--- config.mk ---
export PLATFORM = sky130hd
export DESIGN_NAME = ir_frame_decoder
export DESIGN_NICKNAME = d
export VERILOG_FILES = /design/src/rtl/vcr_ir_pkg.sv /design/src/rtl/ir_cmd_fifo.sv /design/src/rtl/ir_frame_decoder.sv
export SDC_FILE = /design/constraint.sdc
export NUM_CORES = 1
export LEC_CHECK = 0
export BUFFER_PORTS_ARGS = -buffer_cell sky130_fd_sc_hd__buf_2
export CAP_MARGIN = 20
export CORE_MARGIN = 2
export CORE_UTILIZATION = 30
export DETAILED_ROUTE_END_ITERATION = 8
export SYNTH_ARGS = -nofsm -noshare
export SYNTH_HDL_FRONTEND = slang
export SYNTH_SLANG_ARGS = --single-unit
--- constraint.sdc ---
create_clock -name clk -period 3 [get_ports clk]
set_clock_uncertainty 0.1 [all_clocks]
set_input_delay 0.45 -clock clk [delete_from_list [all_inputs] [get_ports clk]]
set_output_delay 0.45 -clock clk [all_outputs]
set_load 0.005 [all_outputs]
--- src/rtl/vcr_ir_pkg.sv ---
// Shared types for the IR frame decoder: VCR op codes,
// command-byte constants, decoder FSM states and the cmd->op map.
package vcr_ir_pkg;

  typedef enum logic [3:0] {
    OP_NONE  = 4'd0,
    OP_PLAY  = 4'd1,
    OP_STOP  = 4'd2,
    OP_PAUSE = 4'd3,
    OP_REW   = 4'd4,
    OP_FF    = 4'd5,
    OP_REC   = 4'd6,
    OP_EJECT = 4'd7,
    OP_POWER = 4'd8
  } vcr_op_t;

  localparam logic [7:0] CMD_PLAY  = 8'h10;
  localparam logic [7:0] CMD_STOP  = 8'h11;
  localparam logic [7:0] CMD_PAUSE = 8'h12;
  localparam logic [7:0] CMD_REW   = 8'h13;
  localparam logic [7:0] CMD_FF    = 8'h14;
  localparam logic [7:0] CMD_REC   = 8'h15;
  localparam logic [7:0] CMD_EJECT = 8'h16;
  localparam logic [7:0] CMD_POWER = 8'h17;

  typedef enum logic [1:0] {
    S_IDLE,
    S_CHECK,
    S_MAP,
    S_ENQ
  } ir_state_t;

  function automatic vcr_op_t map_cmd(input logic [7:0] cmd);
    vcr_op_t op;
    case (cmd)
      CMD_PLAY:  op = OP_PLAY;
      CMD_STOP:  op = OP_STOP;
      CMD_PAUSE: op = OP_PAUSE;
      CMD_REW:   op = OP_REW;
      CMD_FF:    op = OP_FF;
      CMD_REC:   op = OP_REC;
      CMD_EJECT: op = OP_EJECT;
      CMD_POWER: op = OP_POWER;
      default:   op = OP_NONE;
    endcase
    return op;
  endfunction

endpackage

--- src/rtl/ir_cmd_fifo.sv ---
// Show-ahead command FIFO. Ports: clk, readReset (async, high),
// push/wdata, pop, rdata (head, zero when empty), full, empty.
// A push while full is taken only if a pop happens in the same cycle.
module ir_cmd_fifo #(
  parameter int DEPTH = 4,
  parameter int WIDTH = 12
) (
  input  logic             clk,
  input  logic             readReset,
  input  logic             push,
  input  logic             pop,
  input  logic [WIDTH-1:0] wdata,
  output logic [WIDTH-1:0] rdata,
  output logic             full,
  output logic             empty
);

  localparam int AW = (DEPTH > 1) ? $clog2(DEPTH) : 1;

  logic [WIDTH-1:0] mem [DEPTH];
  logic [AW-1:0]    wr_ptr;
  logic [AW-1:0]    rd_ptr;
  logic [AW:0]      count;
  logic             do_pop;
  logic             do_push;

  assign empty   = (count == '0);
  assign full    = (count == (AW+1)'(DEPTH));
  assign do_pop  = pop & ~empty;
  assign do_push = push & (~full | do_pop);
  assign rdata   = empty ? '0 : mem[rd_ptr];

  always_ff @(posedge clk) begin
    if (do_push) mem[wr_ptr] <= wdata;
  end

  // DEPTH is a power of two, so the pointers wrap naturally.
  always_ff @(posedge clk or posedge readReset) begin
    if (readReset) begin
      wr_ptr <= '0;
      rd_ptr <= '0;
      count  <= '0;
    end else begin
      if (do_push) wr_ptr <= wr_ptr + 1'b1;
      if (do_pop)  rd_ptr <= rd_ptr + 1'b1;
      count <= count + (AW+1)'(do_push) - (AW+1)'(do_pop);
    end
  end

endmodule

--- src/rtl/ir_frame_decoder.sv ---
// IR remote frame decoder: edge-detects push_in, checks the 32-bit
// frame, maps cmd to a VCR op and queues {op, addr}. Ports: clk,
// readReset, push_in, frame_in, cmd_ready -> cmd_valid, cmd_op,
// cmd_addr, frame_err, overflow, err_count. Optional build macro
// IR_ADDR_FILTER_EN rejects frames whose addr != DEV_ADDR.
module ir_frame_decoder
  import vcr_ir_pkg::*;
#(
  parameter int         DEPTH    = 4,
  parameter logic [7:0] DEV_ADDR = 8'h00
) (
  input  logic        clk,
  input  logic        readReset,
  input  logic        push_in,
  input  logic [31:0] frame_in,
  input  logic        cmd_ready,
  output logic        cmd_valid,
  output vcr_op_t     cmd_op,
  output logic [7:0]  cmd_addr,
  output logic        frame_err,
  output logic        overflow,
  output logic [7:0]  err_count
);

`ifdef IR_ADDR_FILTER_EN
  localparam bit FILTER = 1'b1;
`else
  localparam bit FILTER = 1'b0;
`endif

  ir_state_t   state_q;
  ir_state_t   state_d;
  logic        push_r;
  logic        push_q;
  logic        armed;
  logic        rise;
  logic [31:0] frame_r;
  vcr_op_t     op_r;
  logic        pass;
  logic        fail;
  logic        enq;
  logic        pop;
  logic        fifo_full;
  logic        fifo_empty;
  logic [11:0] head;
  logic [7:0]  addr;
  logic [7:0]  cmd;

  assign addr = frame_r[31:24];
  assign cmd  = frame_r[15:8];

  // armed stays low after reset until push_in is seen low, so a
  // level still high at release is never taken as a new edge.
  assign rise = push_r & ~push_q & armed;

  assign pass = (addr == ~frame_r[23:16])
              && (cmd == ~frame_r[7:0])
              && (!FILTER || addr == DEV_ADDR);

  always_comb begin
    state_d = state_q;
    fail    = 1'b0;
    enq     = 1'b0;
    case (state_q)
      S_IDLE:  if (rise) state_d = S_CHECK;
      S_CHECK: begin
        if (pass) begin
          state_d = S_MAP;
        end else begin
          state_d = S_IDLE;
          fail    = 1'b1;
        end
      end
      S_MAP: begin
        if (map_cmd(cmd) != OP_NONE) begin
          state_d = S_ENQ;
        end else begin
          state_d = S_IDLE;
          fail    = 1'b1;
        end
      end
      S_ENQ: begin
        enq     = 1'b1;
        state_d = S_IDLE;
      end
      default: state_d = S_IDLE;
    endcase
  end

  always_ff @(posedge clk or posedge readReset) begin
    if (readReset) begin
      state_q   <= S_IDLE;
      push_r    <= 1'b0;
      push_q    <= 1'b0;
      armed     <= 1'b0;
      frame_r   <= '0;
      op_r      <= OP_NONE;
      frame_err <= 1'b0;
      overflow  <= 1'b0;
      err_count <= '0;
    end else begin
      state_q   <= state_d;
      push_r    <= push_in;
      push_q    <= push_r;
      armed     <= armed | ~push_in;
      frame_err <= fail;
      if (state_q == S_IDLE && rise) frame_r <= frame_in;
      if (state_q == S_MAP) op_r <= map_cmd(cmd);
      if (enq && fifo_full && !pop) overflow <= 1'b1;
      if (fail && err_count != 8'hFF) err_count <= err_count + 8'd1;
    end
  end

  assign pop       = ~fifo_empty & cmd_ready;
  assign cmd_valid = ~fifo_empty;
  assign cmd_op    = vcr_op_t'(head[11:8]);
  assign cmd_addr  = head[7:0];

  ir_cmd_fifo #(
    .DEPTH(DEPTH),
    .WIDTH(12)
  ) u_fifo (
    .clk      (clk),
    .readReset(readReset),
    .push     (enq),
    .pop      (pop),
    .wdata    ({op_r, addr}),
    .rdata    (head),
    .full     (fifo_full),
    .empty    (fifo_empty)
  );

endmodule

==> impl_metrics.toml <==
[clocking]
postCtsSetupRepairBufs = 0
cts_buffer_depth = 2
cts_tree = "done"
ctsRootBufferMaster = "clkbuf_16"
post_cts_resized = 0
clock_slew_seen_by_the_registers_of_the_worst_setup_and_hold_paths_ps = 70
htree_levels = 3
cts.sinks = 106
cts.hold.buffers_added = 0
clkLatencyLatePin_ps = 350
cts-buffers-inserted = 9

[critical_path]
critical_path_arrival_ps = 2610
path_common_cell = "ha_1"
slowest_stage = "or3_1"
critPathCaptureType = "flip-flop"
critical_path_required_ps = 3130
crit_path_max_incr_delay_ps = 540
timing.setup.critical_path_class = "reg -> reg"
crit_path_cell_trace = "or3_1, and2_1, ha_1, inv_1, ha_1, fa_1, xnor2_1"
critical_path.max_fanout = 14
start_kind = "flip-flop"

[finish]
antennaDiodeCount = 0
post_route_cells_drive_above_1_share = 0.358
final_util = 0.366
design.final.nets = 405
area_delta_synth_final_pct = 18.6
fillers = 1409
instances_no_fill = 544

[place]
port-buffer-count = 58
place_inst = 528
hpwl_after_dpl_um = 5810
gpl.final_weighted_congestion = 0.714

[global_routing]
grt_antenna_before_repair = 0
grt_pass1_wl_um = 13500
grt_use_total = 0.108
first_global_vias = 2658
maximum_number_of_pins_on_one_net_before_global_route_repair = 33
grt_overflow = 0

[floorplan]
dieArea_mm2 = 0.0161
num_io_pins = 59
dieHeight_um = 127
core_area_mm2 = 0.0146
floorplan.initialDensity = 0.309
row_count = 44
die_w_um = 127

[sta]
headroom_to_the_max_slew_limit = 0.566
fmaxAchievable_mhz = 402
timing.final.crit_share = 0.829
worst_hold_slack_ps = 91.6
post_route_setup_tns_ps = 0
setup_viol = 0
finalHoldViolCount = 0
finalCriticalPeriod_ps = 2490
max_slew.worst_pin.slew_ps = 650
timing.final.max_slew_violations = 0
setup_repair_after_global_routing_missed_its_margin = "false"

[worst_hold_path]
worst_min_delay_path_category = "in -> async"

[power]
total_power_mw = 4.68
worst_ir_drop_vdd_uv = 286
static_leakage_power_nw = 2.24
power.density_cell_area_mw_per_mm2 = 872

[synth]
synth_seq_area_share = 0.640
yosysMostFrequentCell = "dfrtp_1"
post_synth_num_cell_types = 34
synth_top_area_share = 0.321
yosys_register_bits = 106
synth-warning-count = 0
synth_top_cells_by_area = "dfrtp_1 (32%), edfxtp_1 (32%), mux2_2 (8.0%), mux4_2 (6.0%), xor2_1 (4.6%)"
cell_types_with_the_highest_counts_after_synthesis = "dfrtp_1 (58), edfxtp_1 (48), mux2_2 (32), xor2_1 (24), and2_1 (18)"
syn_area_per_cell_um2 = 15.5
synth_flop_cell = "dfrtp_1"
async_reset_ff_frac = 0.547
syn_nets = 341
synth-edff-count = 48
synthCells = 291
synth_area_leader_cell = "dfrtp_1"
syn_area_mm2 = 0.00452

[flow_run]
drv_cap = 0

[drt]
num_vias = 2449
drt_first_iter_violations = 105
remaining_drc_errors = 0
drt_pass1_iterations = 4
post_drt_wl_per_cell_um = 14.8
viasPerCell = 4.50
ant_nets = 0
routed_wl_um = 8030

[status]
status = "finished, final reports clean"
report_power, final:
group / total (mW) / switching, mW / internal [mW]
logic: 1.24 / 0.530 / 0.709
clock network: 1.24 / 0.568 / 0.673
registers: 2.20 / 0.340 / 1.86
total: 4.68 / 1.44 / 3.24
logic make-up (layout without fill, tap and decap cells):
logic type / after synthesis / after routing / synth area share
AOI/OAI and AO/OA: 12 / 12 / 0.0194
xor gates and xnor gates: 27 / 27 / 0.0523
adders and majority gates: 14 / 14 / 0.0404
buffers and inverters: 24 / 93 / 0.0202
DFF: 106 / 106 / 0.640
muxes: 46 / 46 / 0.146
and+or+nand+nor: 62 / 62 / 0.0822
cells in the final DEF, fill, tap and decap left out, types with 2 or more instances in the layout:
cell	Yosys	layout
nand4_1	5	5
o21ai_0	8	8
and2_1	18	18
buf_4	0	4
nor2b_1	2	2
clkinv_8	0	3
mux2_2	32	32
xnor2_1	3	3
clkbuf_16	0	9
ha_1	13	13
nand3_1	9	9
nand2_1	8	8
mux2_4	2	2
inv_1	15	14
dfrtp_1	58	58
buf_2	1	58
mux4_2	12	12
edfxtp_1	48	48
nand2b_1	4	4
nor2_1	2	2
and3_1	2	2
xor2_1	24	24
nor3_1	5	5
per-stage QoR:
stage	worst slack [ps]	cell area, um2
finish	514	5370
global route	382	5370
CTS	477	5370
detailed placement	484	5040
global placement	575	5040
floorplan	830	4520
registers in the layout, summed over array words and instances, names as in the netlist, 2 cells and up:
name           count
err_count          8
state_q            2
u_fifo.rd_ptr      2
u_fifo.mem        48
frame_r           32
op_r               4
u_fifo.count       3
u_fifo.wr_ptr      2
area by class of cell:
cell class	count	area (um2)	share of cell area
inverters	15	56.3	0.0105
repair buffers	62	320	0.0597
clock buffers	9	225	0.0420
multi-input cells	161	1540	0.287
well taps	184	230	0.0429
clock inverters	7	103	0.0191
flip-flops and latches	106	2890	0.539
per-layer routing:
metal  vias up  track usage  share of wire
met5         -            0              0
met4         0       0.0427          0.015
met3        10       0.0253          0.034
met2        44        0.174           0.48
met1      1226        0.143           0.47
li1       1169            -              -
critical path: cells and delay by family, from the launching register on:
family                   cells  cell delay [ps]
buffers and inverters        1               50
XOR/XNOR                     1              130
adder cells (fa/ha/maj)      3              850
AND/OR/NAND/NOR              2              820
flip-flops                   1              420
worst paths after layout:
kind,to,slack (ps),cells past startpoint,from
worst min register to register,push_q,280,0,push_r
worst max register to register,u_fifo.count[2],510,7,u_fifo.count[1]
min in group clk,push_r,120,1,push_in
worst min-delay path,frame_err,90,2,readReset
worst max-delay path,u_fifo.count[2],510,7,u_fifo.count[1]
max in group asynchronous,frame_r[31],2040,3,readReset
Note: power is estimated with default switching activity, not from simulation.
